## src/rtl/freq_meter_pkg.sv

```systemverilog
// Shared definitions for the frequency meter: FSM state encoding and default constants.
package freq_meter_pkg;

    typedef enum logic {
        IDLE = 1'b0,
        GATE = 1'b1
    } state_e;

    localparam int CLK_HZ_DEFAULT = 100_000_000;
    localparam int GATE_500MS     = 50_000_000;
    localparam int CNT_W_DEFAULT  = 26;

endpackage

```

## src/rtl/freq_meter_if.sv

```systemverilog
// Control, measured signal and result bundle of the frequency meter.
interface freq_meter_if #(
    parameter int CNT_W = 26
);
    logic             en;
    logic             sig_in;
    logic [CNT_W-1:0] freq_cnt;
    logic             cnt_valid;
    logic             ovf;

    modport master (
        output en,
        output sig_in,
        input  freq_cnt,
        input  cnt_valid,
        input  ovf
    );

    modport slave (
        input  en,
        input  sig_in,
        output freq_cnt,
        output cnt_valid,
        output ovf
    );
endinterface

```

## src/rtl/sync_edge_det.sv

```systemverilog
// Two-flop synchronizer for an asynchronous input followed by a one-cycle rising-edge pulse.
module sync_edge_det (
    input  logic clk,
    input  logic rst_n,
    input  logic async_i,
    output logic rise_o
);
    logic meta_q;
    logic sync_q;
    logic syncDly_q;

    always_ff @(posedge clk or negedge rst_n) begin
        if (!rst_n) begin
            meta_q    <= 1'b0;
            sync_q    <= 1'b0;
            syncDly_q <= 1'b0;
        end else begin
            meta_q    <= async_i;
            sync_q    <= meta_q;
            syncDly_q <= sync_q;
        end
    end

    assign rise_o = sync_q & ~syncDly_q;
endmodule

```

## src/rtl/freq_meter.sv

```systemverilog
// Gated frequency meter: counts synchronized sig_in rising edges over back-to-back
// windows of GATE_CYCLES clocks and publishes each count with a one-cycle strobe.
module freq_meter
    import freq_meter_pkg::*;
#(
    parameter int CLK_HZ      = CLK_HZ_DEFAULT,
    parameter int GATE_CYCLES = GATE_500MS,
    parameter int CNT_W       = CNT_W_DEFAULT
) (
    input  logic         clk,
    input  logic         rst_n,
    freq_meter_if.slave  bus
);
    localparam int            GW        = $clog2(GATE_CYCLES);
    localparam logic [GW-1:0] GATE_LAST = GW'(GATE_CYCLES - 1);

    generate
        if (CLK_HZ <= 0 || GATE_CYCLES < 4) begin : gBadCfg
            $error("freq_meter: CLK_HZ must be positive and GATE_CYCLES at least 4");
        end
    endgenerate

    state_e           state_q, state_d;
    logic [GW-1:0]    gateCnt_q, gateCnt_d;
    logic [CNT_W-1:0] edgeCnt_q, edgeCnt_d;
    logic             sat_q, sat_d;
    logic [CNT_W-1:0] freqCnt_q, freqCnt_d;
    logic             ovf_q, ovf_d;
    logic             valid_q, valid_d;

    logic             sigRise;
    logic [CNT_W:0]   edgeSum;
    logic [CNT_W-1:0] cntInc;
    logic             satInc;

    sync_edge_det uSync (
        .clk     (clk),
        .rst_n   (rst_n),
        .async_i (bus.sig_in),
        .rise_o  (sigRise)
    );

    // Edge counter sticks at all-ones; the sticky flag records that an edge was lost.
    assign edgeSum = {1'b0, edgeCnt_q} + {{CNT_W{1'b0}}, sigRise};
    assign cntInc  = edgeSum[CNT_W] ? {CNT_W{1'b1}} : edgeSum[CNT_W-1:0];
    assign satInc  = sat_q | edgeSum[CNT_W];

    always_comb begin
        state_d   = state_q;
        gateCnt_d = gateCnt_q;
        edgeCnt_d = edgeCnt_q;
        sat_d     = sat_q;
        freqCnt_d = freqCnt_q;
        ovf_d     = ovf_q;
        valid_d   = 1'b0;
        case (state_q)
            IDLE: begin
                if (bus.en) begin
                    state_d   = GATE;
                    gateCnt_d = '0;
                    edgeCnt_d = '0;
                    sat_d     = 1'b0;
                end
            end
            GATE: begin
                // The final window cycle publishes even if en drops on it.
                if (gateCnt_q == GATE_LAST) begin
                    freqCnt_d = cntInc;
                    ovf_d     = satInc;
                    valid_d   = 1'b1;
                    gateCnt_d = '0;
                    edgeCnt_d = '0;
                    sat_d     = 1'b0;
                    state_d   = bus.en ? GATE : IDLE;
                end else if (!bus.en) begin
                    state_d = IDLE;
                end else begin
                    gateCnt_d = gateCnt_q + GW'(1);
                    edgeCnt_d = cntInc;
                    sat_d     = satInc;
                end
            end
            default: state_d = IDLE;
        endcase
    end

    always_ff @(posedge clk or negedge rst_n) begin
        if (!rst_n) begin
            state_q   <= IDLE;
            gateCnt_q <= '0;
            edgeCnt_q <= '0;
            sat_q     <= 1'b0;
            freqCnt_q <= '0;
            ovf_q     <= 1'b0;
            valid_q   <= 1'b0;
        end else begin
            state_q   <= state_d;
            gateCnt_q <= gateCnt_d;
            edgeCnt_q <= edgeCnt_d;
            sat_q     <= sat_d;
            freqCnt_q <= freqCnt_d;
            ovf_q     <= ovf_d;
            valid_q   <= valid_d;
        end
    end

    assign bus.freq_cnt  = freqCnt_q;
    assign bus.cnt_valid = valid_q;
    assign bus.ovf       = ovf_q;
endmodule

```

## src/flat_wrapper.sv

```systemverilog
// flat-port wrapper written by rule: the top's interface ports become plain ports
module freq_meter_flat import freq_meter_pkg::*;
#(
    parameter int CLK_HZ      = CLK_HZ_DEFAULT,
    parameter int GATE_CYCLES = GATE_500MS,
    parameter int CNT_W       = CNT_W_DEFAULT
)
  (clk, rst_n, bus_en, bus_sig_in, bus_freq_cnt, bus_cnt_valid, bus_ovf);
  freq_meter_if #(.CNT_W(CNT_W)) bus_i ();
  input  logic clk;
  input  logic rst_n;
  input wire logic [$bits(bus_i.en)-1:0] bus_en;
  input wire logic [$bits(bus_i.sig_in)-1:0] bus_sig_in;
  output wire logic [$bits(bus_i.freq_cnt)-1:0] bus_freq_cnt;
  output wire logic [$bits(bus_i.cnt_valid)-1:0] bus_cnt_valid;
  output wire logic [$bits(bus_i.ovf)-1:0] bus_ovf;
  assign bus_i.en = bus_en;
  assign bus_i.sig_in = bus_sig_in;
  assign bus_freq_cnt = bus_i.freq_cnt;
  assign bus_cnt_valid = bus_i.cnt_valid;
  assign bus_ovf = bus_i.ovf;
  freq_meter #(.CLK_HZ(CLK_HZ), .GATE_CYCLES(GATE_CYCLES), .CNT_W(CNT_W)) u_core (.clk(clk), .rst_n(rst_n), .bus(bus_i));
endmodule
```

## config.mk

```make
export PLATFORM = sky130hd
export DESIGN_NAME = freq_meter_flat
export DESIGN_NICKNAME = d
export VERILOG_FILES = /design/src/rtl/freq_meter_pkg.sv /design/src/rtl/freq_meter_if.sv /design/src/rtl/sync_edge_det.sv /design/src/rtl/freq_meter.sv /design/src/flat_wrapper.sv
export SDC_FILE = /design/constraint.sdc
export NUM_CORES = 1
export LEC_CHECK = 0
export CORE_MARGIN = 1
export CORE_UTILIZATION = 53
export CTS_CLUSTER_SIZE = 8
export DETAILED_ROUTE_END_ITERATION = 8
export PLACE_DENSITY = 0.76
export SLEW_MARGIN = 20
export SYNTH_ARGS = -nofsm -noshare
export SYNTH_HDL_FRONTEND = slang
export SYNTH_HIERARCHICAL = 1
export SYNTH_SLANG_ARGS = --single-unit
```

## constraint.sdc

```tcl
create_clock -name clk -period 2.2 [get_ports clk]
set_clock_uncertainty 0.15 [all_clocks]
set_input_delay 0.44 -clock clk [delete_from_list [all_inputs] [get_ports clk]]
set_output_delay 0.44 -clock clk [all_outputs]
set_load 0.005 [all_outputs]
```

## Word-level counts from Yosys, hierarchy flattened

Index checks and enable logic that the tools add are counted.

| storage, ports and cells | value |
|---|---|
| register bits | 85 |
| output and inout bits | 28 |

| operators by class | value |
|---|---|
| add/sub/neg operators | 2 |
| equal/unequal tests | 3 |
| mux-type cells | 15 |
| bitwise logic cells | 4 |
| reductions and logical operators | 2 |

Operator list:

| cell | number |
|---|---|
| 26-bit two-way mux | 6 |
| 26-bit case mux with 2 select lines | 2 |
| 26-bit by 1-bit adder with 27-bit output | 1 |
| 26-bit by 1-bit adder with 26-bit output (second input constant) | 1 |
| 26-bit == test (second input constant) | 1 |
| 1-bit two-way mux | 6 |
| 2-bit AND reduction | 2 |
| 3-bit inequality test (second input constant) | 1 |
| 2-bit inequality test (second input constant) | 1 |
| 1-bit NOT | 2 |
| 1-bit case mux with 2 select lines | 1 |
| 1-bit bitwise AND | 1 |
| 1-bit OR | 1 |

## Depth between registers and ports, before layout

Gate-level depths: netlist (run 1).

| logic depth | value |
|---|---|
| depth after elaboration | 7 |
| gate-level depth with buffers | 10 |

## Cells and area by module

Netlist (run 1), hierarchy kept.

Modules (own cells, without submodules):

| module | instances | cells each | area an instance (sq um) |
|---|---|---|---|
| freq_meter | 1 | 510 | 4566.9 |
| sync_edge_det | 1 | 4 | 88.8 |

## Worst setup path before layout (run 1)

Ideal clock, no wire load.

| timing path | value |
|---|---|
| path type | register -> register |
| start | reg u_core.gateCnt_q[7] |
| end | reg u_core.gateCnt_q[2] |
| setup time | 122 ps |
| arrival | 2112 ps |
| data required time | 1928 ps |
| setup slack | -184 ps |
| stages on the path, launching flop included | 7 |
| path buffers | 2 |
| period minus slack after synthesis | 2384 ps |
| path through | dfrtp_1 > clkbuf_1 > or4b_2 > nor4_1 > nand4_2 > buf_2 > a32o_1 |

| between the ends | value |
|---|---|
| word-level cells in the longest chain between the ends | 3 |
| elaborated cells on any way between the ends | 5 |
| those cells by class | eq/ne: 2; mux: 2; reduce/logical: 1 |

Ends and longest elaborated chain:

| what | line | text |
|---|---|---|
| start: declaration | freq_meter.sv:24 | `logic [GW-1:0] gateCnt_q, gateCnt_d;` |
| start signal: assignment | freq_meter.sv:98 | `gateCnt_q <= gateCnt_d;` |
| 26-bit == test * | freq_meter.sv:67 | `if (gateCnt_q == GATE_LAST) begin` |
| 3-bit inequality test (no source line) / 26-bit two-way mux (equally long branches) | - |  |
| 2-bit AND reduction (no source line) / 26-bit case mux with 2 select lines (equally long branches) | - |  |

Every way passes the cells marked *; elsewhere a longest branch is shown, timed or not.
A chain may end at the register's enable or synchronous reset.

## Final worst setup path (run 1)

| timing path | value |
|---|---|
| start | reg u_core.gateCnt_q[24] |
| end | reg u_core.gateCnt_q[24] |

| between the ends | value |
|---|---|
| word-level cells in the longest chain between the ends | 4 |
| elaborated cells on any way between the ends | 7 |
| those cells by class | add/sub: 1; eq/ne: 2; mux: 3; reduce/logical: 1 |

Ends and longest elaborated chain:

| what | line | text |
|---|---|---|
| 26-bit by 1-bit adder with 26-bit output | freq_meter.sv:78 | `gateCnt_d = gateCnt_q + GW'(1);` |
| 26-bit two-way mux | freq_meter.sv:75 | `end else if (!bus.en) begin` |
| 26-bit two-way mux | freq_meter.sv:67 |  |
| 26-bit case mux with 2 select lines | freq_meter.sv:56 | `case (state_q)` |

Parallel ways exist; a longest one is shown, timed or not. The select of a mux whose other input is x is not followed.

==> impl_metrics.toml, run 1 <==
[final_layout]
fin_nets = 668
ff_latch_area_um2 = 2130
n_fill_cell = 451
area_growth_pct = 47.4
final_cell_area_um2 = 6860
antennaDiodeCount = 0
multi_input_area_um2 = 2760
drive_above_1_share_pct = 35.5

[setup_path]
cp-start-kind = "flip-flop"
required_ps = 2290
path_cells = "or4b_4 > buf_6 > nor4_4 > buf_4 > a21oi_4 > buf_6 > o211a_1 > a211o_1"
crit_family = "simple AND/OR/NAND/NOR gates"
crit_type = "reg2reg"
arrival_ps = 2520
worst_setup_path_end_kind = "flip-flop"
cp_num_buf_inv = 3
worst_path_most_repeated_cell = "buf_6"
cpPeakStageDelay_ps = 570
crit_slowest_cell = "or4b_4"
cp_max_fo = 5

[synthesis]
async_reset_ff_share_pct = 100
synthFlopType = "dfrtp_1"
syn_avg_cell_area_um2 = 9.06
synth_edf_count = 0
syn_area_um2 = 4660
yosysTopAreaCell = "dfrtp_1"
synth.area.top_cells = "dfrtp_1, o21ai_0, nand2_1"
yosysWarnings = 6
synthCells = 514
ys_seq_elements = 85
synth.net_count = 521
synth_top_area_share_pct = 45.7
yosysSeqAreaShare_pct = 45.7
ys_types = 54

[power_and_ir_drop]
powerDensity_nw_per_um2 = 473
power_leakage_nw = 3.05
power.total_mw = 3.25
peakVddDrop_mv = 0.379

[clocking]
htreeDepth = 3
clockBufferDepth = 2
cts_sinks = 85
clk-insertion-delay-late_ps = 360
clockRootBuffer = "clkbuf_8"
path_clk_slew_ps = 80
cts_tree = "built"
numCtsBuffers = 9

[placement]
place.gp.congestion = 0.874
placed_area_um2 = 5750
pre_cts_slack_ps = -173
port_buffers = 31
dpl.hpwl_um = 8890

[outcome]
violations = "setup timing"
status = "complete, but fails checks"

[timing]
final-hold-violation-count = 0
setup_ws_ps = -239
rsz0062_at_grt = "true"
fmax_ghz = 0.410
setup_violations = 61
hold_ws_ps = 212
maxSlewViolCount = 0
min_period_over_period_pct = 111
worstMarginPinSlew_ps = 502
period_minus_slack_ps = 2440
max-slew-margin-rel_pct = 66.4

[floorplanning]
dieHeight_um = 95.7
rows = 33
die_w_um = 95.7
design.core.area_um2 = 8340
die_area_um2 = 9160
io_pins = 32
start_util_pct = 55.8

[global_routing]
grt-ovfl-total = 0
grt_pass1_wl_um = 23100
grt_pass1_vias = 4613
grt_antenna_before_repair = 0
grt_usage_pct = 33.6
grt_max_degree = 43

[route]
wl_um = 17200
antenna_left = 0
num_vias = 5227
wl_per_cell_um = 22.4
drt_iter0_drc = 556
dr.pass1.iters = 6
vias_per_cell = 6.79
drc = 0

[flow_run]
max_cap_violations = 0

[worst_hold_path]
min_path_type = "reg2reg"
metal layers:
layer	up-vias	share of wire (%)	global-route usage, %
li1	2202	-	-
met1	2482	38	45.4
met2	430	46	52.5
met3	113	11	6.71
met4	0	5.6	14.3
met5	-	0	1.19
synthesized netlist by cell type (9+ instances only):
library cell and n:
or3_1 12, inv_1 23, a31oi_1 10, xnor2_1 9
nand4_1 13, a22o_1 20, a21oi_1 35, nor2_1 19
nand2_1 48, nand3_1 34, a21o_1 13, dfrtp_1 85
o21ai_0 54, nor3_1 22, clkbuf_1 23
report_power, final:
group          total [mW]  switching (mW)  leakage, nW  internal, mW
combinational       0.383           0.209         1.77         0.174
clock                1.24           0.572        0.105         0.664
sequential           1.63          0.0345         1.17          1.59
worst reg2reg max path: stages, from the launching register on:
cell and delay [ps]:
dfrtp_1 400, or4b_4 570, buf_6 140, nor4_4 150
buf_4 190, a21oi_4 120, buf_6 160, o211a_1 140
a211o_1 310
layout make-up:
type / count / share of cell area [%]
Clock buffer: 11 / 2.06
Multi-Input combinational cell: 378 / 40.2
Tap cell: 105 / 1.92
Inverter: 24 / 1.31
Clock inverter: 4 / 1.06
Timing Repair Buffer: 163 / 22.5
Sequential cell: 85 / 31.0
registers in the layout, summed over array words and instances, names as in the netlist:
name                    count
u_core/edgeCnt_q           26
u_core/uSync/sync_q         1
u_core/sat_q                1
u_core/bus.freq_cnt        26
u_core/state_q              1
u_core/bus.ovf              1
u_core/uSync/syncDly_q      1
u_core/bus.cnt_valid        1
u_core/uSync/meta_q         1
u_core/gateCnt_q           26
cell families (layout without fill, tap and decap cells):
| family | after synthesis | count (layout) | share of synthesized area, % |
|---|---|---|---|
| flops | 85 | 85 | 45.7 |
| simple gates | 196 | 196 | 23.3 |
| fa+ha+maj | 3 | 3 | 0.806 |
| xor+xnor | 15 | 15 | 2.82 |
| buf+inv | 52 | 202 | 4.33 |
| compound gates | 153 | 154 | 20.7 |
| mux | 10 | 10 | 2.37 |
final timing paths:
check,cells after the start,start,slack [ps],end
worst max-delay path,8,u_core/gateCnt_q[24]$_DFFE_PN0P_,-240,u_core/gateCnt_q[24]$_DFFE_PN0P_
worst min-delay path,0,u_core/uSync/meta_q$_DFF_PN0_,210,u_core/uSync/sync_q$_DFF_PN0_
worst max register to register,8,u_core/gateCnt_q[24]$_DFFE_PN0P_,-240,u_core/gateCnt_q[24]$_DFFE_PN0P_
worst min register to register,0,u_core/uSync/meta_q$_DFF_PN0_,210,u_core/uSync/sync_q$_DFF_PN0_
max in group asynchronous,3,rst_n,900,u_core/edgeCnt_q[19]$_DFFE_PN0P_
min in group asynchronous,2,rst_n,410,u_core/gateCnt_q[14]$_DFFE_PN0P_
cells in the final DEF, fill, tap and decap left out, drive strengths merged, types with 3 or more instances in the layout:
cell type	netlist	final
xor2	6	6
nor4	11	11
a22o	20	20
xnor2	9	9
a31oi	10	10
ha	3	3
or4	6	6
nand2	48	48
and3	8	8
a21oi	35	35
o31a	4	4
nor2	19	19
nand3	34	34
o31ai	5	5
clkdlybuf4s50	0	30
nor3	22	22
dfrtp	85	85
a31o	2	3
mux2	8	8
o21ai	54	54
inv	23	23
nand4	15	15
and4	3	3
a21o	13	13
nand2b	4	4
or3	12	12
clkbuf	23	12
buf	5	130
timing repair:
item	4_1_cts	5_1_grt
pin swaps	31	25
gates resized for setup	68	78
cloned	3	5
hold buffers	1	0
setup endpoints to repair	65	73
buffers inserted	24	19
hold endpoints to repair	27	0
stage by stage:
step / setup TNS (ps) / cells / utilization, %
2_1_floorplan: -4700 / 514 / -
3_3_place_gp: -4420 / 710 / 68.9
3_5_place_dp: -6440 / 710 / 68.9
4_1_cts: -3950 / 751 / 77.3
5_1_grt: -11220 / 770 / 82.3
6_report: -6740 / 770 / 82.3
Note: power is estimated with default switching activity, not from simulation.
==> run 2: changes to the inputs <==
--- a/config.mk
+++ b/config.mk
@@ -6,10 +6,11 @@
 export NUM_CORES = 1
 export LEC_CHECK = 0
 export CORE_MARGIN = 1
-export CORE_UTILIZATION = 53
+export CORE_UTILIZATION = 55
+export CTS_BUF_LIST = sky130_fd_sc_hd__clkbuf_4
 export CTS_CLUSTER_SIZE = 8
 export DETAILED_ROUTE_END_ITERATION = 8
-export PLACE_DENSITY = 0.76
+export PLACE_DENSITY = 0.78
 export SLEW_MARGIN = 20
 export SYNTH_ARGS = -nofsm -noshare
 export SYNTH_HDL_FRONTEND = slang
==> run 2 against run 1 <==
The run still ends with setup timing left. Total power decreased by 13%. Critical path depth is the same. Cell count down 0.78%. Non-clock buffer count is 6 lower. Register-to-register slack lost 50 ps. Worst setup slack got worse by 52 ps. Sequential cell count unchanged. Sequential power about the same. Clock power down 33%. Critical path type unchanged.
==> impl_metrics.toml, run 2 (synthesized netlist as in run 1, its figures left out) <==
[final_layout]
fin_nets = 661
antennaDiodeCount = 0
final_cell_mix = "buf_4, dfrtp_1, nand2_1"
n_fill_cell = 395
utilization_pct = 84.3
layout_commonest_cell = "buf_4"
drive_above_1_share_pct = 38.4
area_growth_pct = 48.7

[placement]
place.gp.congestion = 0.902
dpl.hpwl_um = 8620
port_buffers = 31

[clocking]
htreeDepth = 3
clk-insertion-delay-late_ps = 470
numCtsBuffers = 9
clockBufferDepth = 2
path_clk_slew_ps = 160
cts_sinks = 85
clockRootBuffer = "clkbuf_4"
cts_tree = "built"

[route]
wl_per_cell_um = 24.6
antenna_left = 0
vias_per_cell = 7.22
dr.pass1.iters = 8
num_vias = 5514
drt_iter0_drc = 845
wl_um = 18800
drc = 0

[timing]
period_minus_slack_ps = 2490
maxSlewViolCount = 0
worstMarginPinSlew_ps = 569
tns_ps = -6990
setup_violations = 74
min_period_over_period_pct = 113
max-slew-margin-rel_pct = 61.7
fmax_ghz = 0.401
setup_ws_ps = -291
hold_ws_ps = 220
rsz0062_at_grt = "true"
final-hold-violation-count = 0

[power_and_ir_drop]
power_leakage_nw = 3.09
powerDensity_nw_per_um2 = 408
power.total_mw = 2.82
peakVddDrop_mv = 0.306

[setup_path]
path_cells = "nor2b_4 > ha_4 > buf_4 > and3_1 > nand3_1 > o21ai_0 > nand3_1 > mux2_2"
crit_slowest_cell = "o21ai_0"
crit_type = "reg2reg"
required_ps = 2420
rrSetupSlack_ps = -290
cpPeakStageDelay_ps = 470
arrival_ps = 2710
cp-start-kind = "flip-flop"
cp_max_fo = 3
worst_setup_path_end_kind = "flip-flop"
worst_path_most_repeated_cell = "nand3_1"

[worst_hold_path]
min_path_type = "reg2reg"

[floorplanning]
die_area_um2 = 8840
start_util_pct = 56.7
design.core.area_um2 = 8220
io_pins = 32
rows = 33
dieHeight_um = 94.0
die_w_um = 94.0

[global_routing]
grt_usage_pct = 32.8
grtUsageMet3_pct = 5.74
grt.busiest_layer = "met2"
grt_use_met2_pct = 51.9
grt_pass1_wl_um = 22100
grt_pass1_vias = 4523
grt_util_met1_pct = 43.1
grt_max_degree = 40
grt_antenna_before_repair = 0
grt-ovfl-total = 0

[outcome]
violations = "setup timing"
status = "complete, but fails checks"

[flow_run]
max_cap_violations = 0
==> run 2: changes by cell type in the layout (fill, tap and decap cells not counted), moves of 6 or more <==
cell,change
buf_4,-7
clkbuf_4,+9
clkbuf_8,-10
nand2_1,-6
nor3_2,-8
nor3_4,+9
==> run 2: timing repair <==
action	CTS	global route
hold buffers	1	0
hold endpoints to repair	29	0
gates resized for setup	44	153
pin swaps	10	52
cloned	4	4
endpoints found under the setup margin	69	75
buffers inserted	11	22
==> run 2: per-stage QoR <==
stage / instance area, um^2 / worst slack, ps / cells
2_1_floorplan: 4730 / -144 / 514
3_3_place_gp: 5700 / -103 / 706
3_5_place_dp: 5700 / -153 / 706
4_1_cts: 6140 / -126 / 738
5_1_grt: 6920 / -334 / 764
6_report: 6920 / -291 / 764
==> run 2: layout make-up <==
cell class | instances | area (um^2) | share of cell area [%]
multi-input cells | 377 | 2970 | 42.8
flip-flops and latches | 85 | 2130 | 30.8
repair buffers | 157 | 1490 | 21.5
well taps | 105 | 131 | 1.90
inverters | 24 | 90.1 | 1.30
clock buffers | 9 | 67.6 | 0.976
clock inverters | 7 | 50.0 | 0.723
==> run 2: worst paths after layout <==
check                                            startpoint                                 end  depth (start not counted)
setup / recovery           u_core/uSync/syncDly_q$_DFF_PN0_  u_core/bus.freq_cnt[7]$_DFFE_PN0P_                          8
hold / removal                u_core/uSync/meta_q$_DFF_PN0_       u_core/uSync/sync_q$_DFF_PN0_                          0
setup reg to reg           u_core/uSync/syncDly_q$_DFF_PN0_  u_core/bus.freq_cnt[7]$_DFFE_PN0P_                          8
hold reg to reg               u_core/uSync/meta_q$_DFF_PN0_       u_core/uSync/sync_q$_DFF_PN0_                          0
max in group asynchronous                             rst_n    u_core/edgeCnt_q[23]$_DFFE_PN0P_                          3
min in group asynchronous                             rst_n      u_core/bus.cnt_valid$_DFF_PN0_                          2
==> run 2: worst max-delay path: cells and delay by family (launching register included) <==
kind	cells	cell delay, ps
AO/OA/AOI/OAI	1	470
adder cells (fa/ha/maj)	1	170
buffers and inverters	1	120
flip-flops	1	440
multiplexers	1	290
AND/OR/NAND/NOR	4	750
==> run 2: report_power, final <==
group / internal (mW) / switching (mW) / leakage, nW / total, mW
sequential: 1.60 / 0.0369 / 1.17 / 1.63
combinational: 0.147 / 0.212 / 1.86 / 0.358
clock: 0.234 / 0.599 / 0.0599 / 0.833
==> run 2: routing by layer <==
layer,wire [um],vias up
met5,0,-
met4,1520,0
met3,2380,204
met2,8330,555
met1,6550,2570
li1,-,2185
